==> src/rtl/pkg_mips.sv <==
// Shared MIPS datapath types and constants used by the operand stage and ula32.
package pkg_mips;

    localparam int W    = 32;
    localparam int NREG = 32;

    typedef logic [2:0] ula_op_t;
    typedef logic [4:0] reg_idx_t;

    localparam ula_op_t ULA_OP_BUBBLE  = 3'b000;
    localparam logic    ADDSUB_BUBBLE  = 1'b0;
    localparam reg_idx_t REG_ZERO      = 5'd0;

    // True when a producer stage is writing the register being read.
    function automatic logic fwd_hit(input logic we, input reg_idx_t rd, input reg_idx_t idx);
        return we & (rd == idx);
    endfunction

endpackage

==> src/rtl/banco_registradores.sv <==
// NREG x W register file: one write port, two combinational read ports, r0 hardwired to zero.
module banco_registradores #(
    parameter int W    = 32,
    parameter int NREG = 32
) (
    input  logic         clk,
    input  logic         reset,
    input  logic         i_we,
    input  logic [4:0]   i_wa,
    input  logic [W-1:0] i_wd,
    input  logic [4:0]   i_ra1,
    input  logic [4:0]   i_ra2,
    output logic [W-1:0] o_rd1,
    output logic [W-1:0] o_rd2
);
    import pkg_mips::*;

    logic [W-1:0] r_regs [NREG];

    // Storage update: clear on reset, r0 writes dropped.
    always_ff @(posedge clk) begin
        if (reset) begin
            for (int i = 0; i < NREG; i++) begin
                r_regs[i] <= {W{1'b0}};
            end
        end else if (i_we && (i_wa != REG_ZERO)) begin
            r_regs[i_wa] <= i_wd;
        end
    end

    // Read ports; r0 forced to zero regardless of storage contents.
    always_comb begin
        o_rd1 = {W{1'b0}};
        o_rd2 = {W{1'b0}};
        if (i_ra1 != REG_ZERO) begin
            o_rd1 = r_regs[i_ra1];
        end else begin
            o_rd1 = {W{1'b0}};
        end
        if (i_ra2 != REG_ZERO) begin
            o_rd2 = r_regs[i_ra2];
        end else begin
            o_rd2 = {W{1'b0}};
        end
    end

endmodule

==> src/rtl/estagio_id_ex.sv <==
// ID/EX operand stage: register file, operand forwarding and the ID/EX pipeline register.
// Define FORWARD_EN to enable EX/MEM forwarding; otherwise only WB write-through is used.
module estagio_id_ex #(
    parameter int W    = pkg_mips::W,
    parameter int NREG = pkg_mips::NREG
) (
    input  logic         clk,
    input  logic         reset,
    input  logic         stall,
    input  logic         flush,
    input  logic         validIn,
    input  logic [4:0]   rs,
    input  logic [4:0]   rt,
    input  logic [15:0]  imm,
    input  logic         useImm,
    input  logic [2:0]   ULAcontroleIn,
    input  logic         addSubIn,
    input  logic         weMEM,
    input  logic [4:0]   rdMEM,
    input  logic [W-1:0] dadoMEM,
    input  logic         weWB,
    input  logic [4:0]   rdWB,
    input  logic [W-1:0] dadoWB,
    output logic [W-1:0] SrcA,
    output logic [W-1:0] SrcB,
    output logic [W-1:0] rtDado,
    output logic [2:0]   ULAcontrole,
    output logic         addSub,
    output logic         validEX
);
    import pkg_mips::*;

    logic [W-1:0] w_rf_a;
    logic [W-1:0] w_rf_b;
    logic [W-1:0] w_a_res;
    logic [W-1:0] w_b_res;
    logic [W-1:0] w_imm_ext;
    logic [W-1:0] w_srcb;

    logic [W-1:0] r_srca;
    logic [W-1:0] r_srcb;
    logic [W-1:0] r_rtdado;
    ula_op_t      r_op;
    logic         r_addsub;
    logic         r_valid;

    banco_registradores #(.W(W), .NREG(NREG)) u_banco (
        .clk   (clk),
        .reset (reset),
        .i_we  (weWB),
        .i_wa  (rdWB),
        .i_wd  (dadoWB),
        .i_ra1 (rs),
        .i_ra2 (rt),
        .o_rd1 (w_rf_a),
        .o_rd2 (w_rf_b)
    );

`ifndef FORWARD_EN
    logic w_unused_fwd;
    assign w_unused_fwd = &{1'b0, weMEM, rdMEM, dadoMEM};
`endif

    // Operand A resolution: zero, then youngest producer, then register file.
    always_comb begin
        w_a_res = w_rf_a;
        if (rs == REG_ZERO) begin
            w_a_res = {W{1'b0}};
`ifdef FORWARD_EN
        end else if (fwd_hit(weMEM, rdMEM, rs)) begin
            w_a_res = dadoMEM;
`endif
        end else if (fwd_hit(weWB, rdWB, rs)) begin
            w_a_res = dadoWB;
        end else begin
            w_a_res = w_rf_a;
        end
    end

    // Operand rt resolution, same ordering as operand A.
    always_comb begin
        w_b_res = w_rf_b;
        if (rt == REG_ZERO) begin
            w_b_res = {W{1'b0}};
`ifdef FORWARD_EN
        end else if (fwd_hit(weMEM, rdMEM, rt)) begin
            w_b_res = dadoMEM;
`endif
        end else if (fwd_hit(weWB, rdWB, rt)) begin
            w_b_res = dadoWB;
        end else begin
            w_b_res = w_rf_b;
        end
    end

    assign w_imm_ext = {{(W-16){imm[15]}}, imm};
    assign w_srcb    = useImm ? w_imm_ext : w_b_res;

    // ID/EX register: reset > flush > stall > load.
    always_ff @(posedge clk) begin
        if (reset || flush) begin
            r_srca   <= {W{1'b0}};
            r_srcb   <= {W{1'b0}};
            r_rtdado <= {W{1'b0}};
            r_op     <= ULA_OP_BUBBLE;
            r_addsub <= ADDSUB_BUBBLE;
            r_valid  <= 1'b0;
        end else if (!stall) begin
            r_srca   <= w_a_res;
            r_srcb   <= w_srcb;
            r_rtdado <= w_b_res;
            r_op     <= ULAcontroleIn;
            r_addsub <= addSubIn;
            r_valid  <= validIn;
        end
    end

    assign SrcA        = r_srca;
    assign SrcB        = r_srcb;
    assign rtDado      = r_rtdado;
    assign ULAcontrole = r_op;
    assign addSub      = r_addsub;
    assign validEX     = r_valid;

endmodule

==> config.mk <==
export PLATFORM = sky130hd
export DESIGN_NAME = estagio_id_ex
export DESIGN_NICKNAME = d
export VERILOG_FILES = /design/src/rtl/pkg_mips.sv /design/src/rtl/banco_registradores.sv /design/src/rtl/estagio_id_ex.sv
export SDC_FILE = /design/constraint.sdc
export NUM_CORES = 2
export LEC_CHECK = 0
export CAP_MARGIN = 0
export CORE_AREA = 2 2 306 308
export CTS_BUF_LIST = sky130_fd_sc_hd__clkbuf_2 sky130_fd_sc_hd__clkbuf_4 sky130_fd_sc_hd__clkbuf_8
export CTS_CLUSTER_DIAMETER = 120
export DETAILED_ROUTE_END_ITERATION = 8
export DIE_AREA = 0 0 308 310
export GPL_ROUTABILITY_DRIVEN = 0
export PLACE_DENSITY_LB_ADDON = 0.05
export SLEW_MARGIN = 20
export SYNTH_ARGS = -nofsm -noshare
export SYNTH_HDL_FRONTEND = slang
export SYNTH_HIERARCHICAL = 1
export SYNTH_SLANG_ARGS = --single-unit
==> constraint.sdc <==
create_clock -name clk -period 6.6 [get_ports clk]
set_input_delay 0.99 -clock clk [delete_from_list [all_inputs] [get_ports clk]]
set_output_delay 0.99 -clock clk [all_outputs]
set_load 0.01 [all_outputs]
### After elaboration in Yosys (flattened, before gate mapping)

Memory sizes are Yosys's and may differ from the RTL's.
Index checks and enable logic that the tools add are counted.

| cells by class | value |
|---|---|
| equal/unequal tests | 2 |
| muxes and demuxes | 15 |
| bitwise operators | 2 |
| reduce and logical (&&, ||, !) cells | 8 |

Operators by type and width:

| cell | number |
|---|---|
| $mux W32 | 8 |
| $reduce_or A32 Y1 | 1 |
| $reduce_bool A5 Y1 | 3 |
| $eq A5 B5 Y1 | 2 |
| $logic_not A5 Y1 | 2 |
| $mux W1 | 6 |
| $mux W5 | 1 |
| $and A1 B1 Y1 | 2 |
| $logic_and A1 B1 Y1 | 1 |
| $logic_or A1 B1 Y1 | 1 |

| storage, ports and cells | value |
|---|---|
| flip-flop bits (word level) | 101 |
| bits in writable memories | 1024 |
| output and inout bits | 101 |
| memories kept | 1 |

Memory list:

| memory | depth | width | read ports | clocked after memory_dff | write ports | RTL line | source |
|---|---|---|---|---|---|---|---|
| u_banco.r_regs | 32 | 32 | 2 | 0 | 32 | banco_registradores.sv:18 | `logic [W-1:0] r_regs [NREG];` |

### Longest topological paths before layout

| depth | value |
|---|---|
| depth after elaboration | 7 |
| mapped depth | 11 |

### By module

The synthesis kept the hierarchy.

Modules (own cells, without submodules):

| module | instances | cells an instance | area each (um^2) | seq. area each (um^2) |
|---|---|---|---|---|
| banco_registradores | 1 | 3502 | 54232.0 | 30749.5 |
| estagio_id_ex | 1 | 659 | 5240.0 | 2021.9 |

### Least setup slack after synthesis

Ideal clock, no wire load.

| timing | value |
|---|---|
| kind | input to register |
| start | input port rt[2] |
| end | register r_srcb[15] (netlist: SrcB[15]) |
| arrival time | 2.885 ns |
| setup slack | 3.593 ns |
| stages | 8 |
| cells stage by stage | buf_2 buf_2 clkbuf_1 mux4_2 mux4_2 o22ai_1 nor3_1 a311o_1 |

| between the ends | value |
|---|---|
| longest elaborated chain between the ends | 5 |
| elaborated cells on any way between the ends | 9 |
| classes of those cells | eq/ne (1); mux (4); bitwise (1); reduce/logical (2); memory (1) |

RTL lines:

| element | RTL line | source |
|---|---|---|
| start, declared | estagio_id_ex.sv:13 | `input logic [4:0] rt,` |
| $mem_v2 Z32 W32 / $reduce_bool A5 Y1 (equally long branches) | -- |  |
| $mux W32 (*) | banco_registradores.sv:40 | `if (i_ra2 != REG_ZERO) begin` |
| net w_rf_b[15] | estagio_id_ex.sv:34 | `logic [W-1:0] w_rf_b;` |
| $mux W32 (*) | estagio_id_ex.sv:89 | `end else if (fwd_hit(weWB, rdWB, rt)) begin` |
| $mux W32 (*) | estagio_id_ex.sv:83 | `if (rt == REG_ZERO) begin` |
| $mux W32 (*) | estagio_id_ex.sv:97 | `assign w_srcb = useImm ? w_imm_ext : w_b_res;` |
| end signal, assigned | estagio_id_ex.sv:103 | `r_srcb <= {W{1'b0}};` |
| end signal, assigned | estagio_id_ex.sv:110 | `r_srcb <= w_srcb;` |
| end, declared | estagio_id_ex.sv:41 | `logic [W-1:0] r_srcb;` |

The timed path passes the listed nets; every way through them passes the cells marked *.
A chain may end at the register's enable or synchronous reset.

==> qor.csv <==
metric,value,unit
clock-sinks,1125,
start_util,0.643,
clockBufferDepth,3,
ff2ff_path_depth,5,
hold_class,reg2reg,
grt_setup_unrepaired,no,
die_y,310,um
area_growth,10.6,%
p_int,12.4,mW
cts_resized,0,
placement.io_buffers,174,
slew_headroom,0.219,
grt_pass1_vias,38900,
cellLeakagePower,22.6,nW
power.share.clock,0.376,
register_area,32800,um^2
netlist_area,59500,um^2
fp.dieArea,95500,um^2
yosysWarnings,6,
crit_family,simple AND/OR/NAND/NOR gates,
hold_depth,2,
avgSynthCellArea,14.3,um^2
slew_viol_final,0,
wl_met3,24200,um
rows,112,
wl,185000,um
crit_type,in2reg,
r2r_start,u_banco/r_regs[25][18],
outcome,"complete, no violations",
hpwl,108000,um
postCtsSetupRepairBufs,0,
layout_setup_ws,2630,ps
finalSetupViolations,0,
cp.required,7140,ps
synth-seq-cells,1125,
antenna_found_initial,7,
switching_share,0.254,
ys_seq_area_frac,0.551,
clockRootBuffer,clkbuf_8,
multiInputGateArea,24800,um^2
drive_gt1_frac,0.241,
max_slew.worst_pin.slew,1170,ps
finalHoldViolCount,0,
met1_length,66800,um
dp_cells,5244,
slowest_stage,or2_2,
layout.cells.non_filler,5587,
grt_use_total,0.391,
combPwrFrac,0.121,
tns,0,ps
clkTransAtPathRegs,60,ps
grt-ovfl-total,0,
ios,213,
fillerInstances,6141,
cts-buffers-inserted,185,
highest_layer,met5,
synth_cells,4161,
synth_largest_area_cell,edfxtp_1,
htreeDepth,4,
crit_buf_inv,3,
p_total,16.6,mW
seqPwrFrac,0.503,
async_flop_share,0,
synth_cell_type_count,56,
final_nets,4349,
grt_max_degree,105,
worst_setup_path_start_kind,primary input,
cts_tree,yes,
dp_slack,1870,ps
path_common_cell,buf_4,
maxCapViolations,0,
dr_total_vias,39800,
fin_skew,32.2,ps
crit_fanout,33,
hold_buffers,0,
pwr_density_cell,253,nW/um^2
avgViaCountPerCell,7.12,
crit_chain,clkdlybuf4s50_1 > nand4b_1 > nor2_2 > buf_4 > or2_2 > buf_4,
wl_per_cell,33.2,um
fin_crit_sh,0.602,
r2r-end,SrcB[18],
drtAntennaViolNets,0,
max_stage_delay,910,ps
synth_top_area_share,0.517,
cp-end-kind,flip-flop,
min_period,3970,ps
min_from,rtDado[28],
reg2reg_slack,4100,ps
grt_pass1_wl,265000,um
routed-wl-met2,84500,um
core-area,92500,um^2
fmax,0.252,GHz
arrival,4510,ps
die_w,308,um
ys_top_cells_by_area,"edfxtp_1 52%, mux4_2 18%, and2_1 10%",
min_to,rtDado[28],
switchingPower,4.23,mW
ys.flop_type,edfxtp_1,
insertion_delay,890,ps
ir_worst_vdd,187,uV
drtPass1Iterations,8,
post-route-util,0.711,
synth-edff-count,1024,
drtIter0Drc,5789,
drc,0,
==> registers in the layout (all words and copies together) (netlist names) <==
signal          cells
addSub              1
rtDado             32
SrcA               32
validEX             1
u_banco/r_regs   1024
SrcB               32
ULAcontrole         3
==> metrics by stage <==
stage	hold slack, ps	instance area [um^2]
final	469	65800
after global routing	503	65800
after CTS	476	65700
after detailed placement	463	62000
after global placement	452	62000
after floorplan	499	59600
==> power by group through the flow <==
stage	Clock (mW)	Sequential, mW	Combinational (mW)
finish	6.26	8.38	2.01
global route	6.59	8.41	2.07
CTS	6.29	8.36	1.97
detailed placement	0	8.51	1.96
global placement	0	8.49	1.94
floorplan	0	8.43	1.26
==> worst reg2reg max path: stages, from the launching register on <==
cell      delay, ps
edfxtp_1        410
mux4_2          480
mux4_2          590
o22ai_1         440
nor3_1          170
a311o_1         310
==> cells in the final DEF, fill, tap and decap left out, types with 21 or more instances in the layout <==
master	count
clkbuf_8	211
and2_1	996
mux2_2	30
o211ai_1	64
nand2_1	154
or2_2	28
a22o_1	51
mux2i_1	155
nor2_1	25
mux4_2	472
clkinv_1	30
nor2b_1	27
o22ai_1	103
clkdlybuf4s50_1	159
clkbuf_4	67
conb_1	32
edfxtp_1	1024
clkinv_2	21
nand3_1	21
nor3_1	55
a21oi_1	44
nand4_1	80
buf_4	136
nor2_2	33
a2111oi_1	40
dfxtp_1	101
==> routing by layer <==
layer / GRT usage / vias to the layer above
li1: - / 16200
met1: 0.533 / 20000
met2: 0.593 / 3049
met3: 0.100 / 495
met4: 0.195 / 10
met5: 0 / -
==> layout make-up <==
type	count	share of cell area
sequential	1125	0.498
multi-input combinational	2604	0.378
clock buffer	278	0.0518
timing repair buffer	317	0.0437
tap	1197	0.0228
clock inverter	61	0.00555
inverter	4	0.000228
antenna	1	0.0000380
==> worst max-delay path by stage <==
stage          cells after the start  slack [ps]                endpoint     from
6_report                           6        2630  u_banco/r_regs[23][30]     weWB
5_1_grt                            6        2650  u_banco/r_regs[28][26]  rdWB[1]
4_1_cts                            6        2790  u_banco/r_regs[28][31]  rdWB[1]
3_5_place_dp                       6        1870  u_banco/r_regs[28][31]  rdWB[1]
3_3_place_gp                       6        1850  u_banco/r_regs[28][19]  rdWB[1]
2_1_floorplan                      8        3590                SrcB[15]    rt[2]
==> logic make-up after synthesis <==
logic type	Yosys count	synth area share
AND/OR/NAND/NOR	1514	0.151
flip-flops	1125	0.551
multiplexers	657	0.211
buffers and inverters	463	0.0357
AO/OA/AOI/OAI	391	0.0501
XOR/XNOR	10	0.00147
other	1	0.0000631
==> Yosys cell counts (26+ instances only) <==
cell       count
nor2b_1       29
a21oi_1       45
mux4_2       472
or2_2         34
a2111oi_1     41
nand2_1      154
mux2_2        30
mux2i_1      155
nor3_1        55
buf_2         61
buf_4         31
edfxtp_1    1024
o22ai_1      103
a22o_1        51
and2_1       998
o211ai_1      64
nor2_1        59
buf_6         26
nand4_1       80
clkbuf_1     319
dfxtp_1      101
Power figures use the tool's default switching activity.
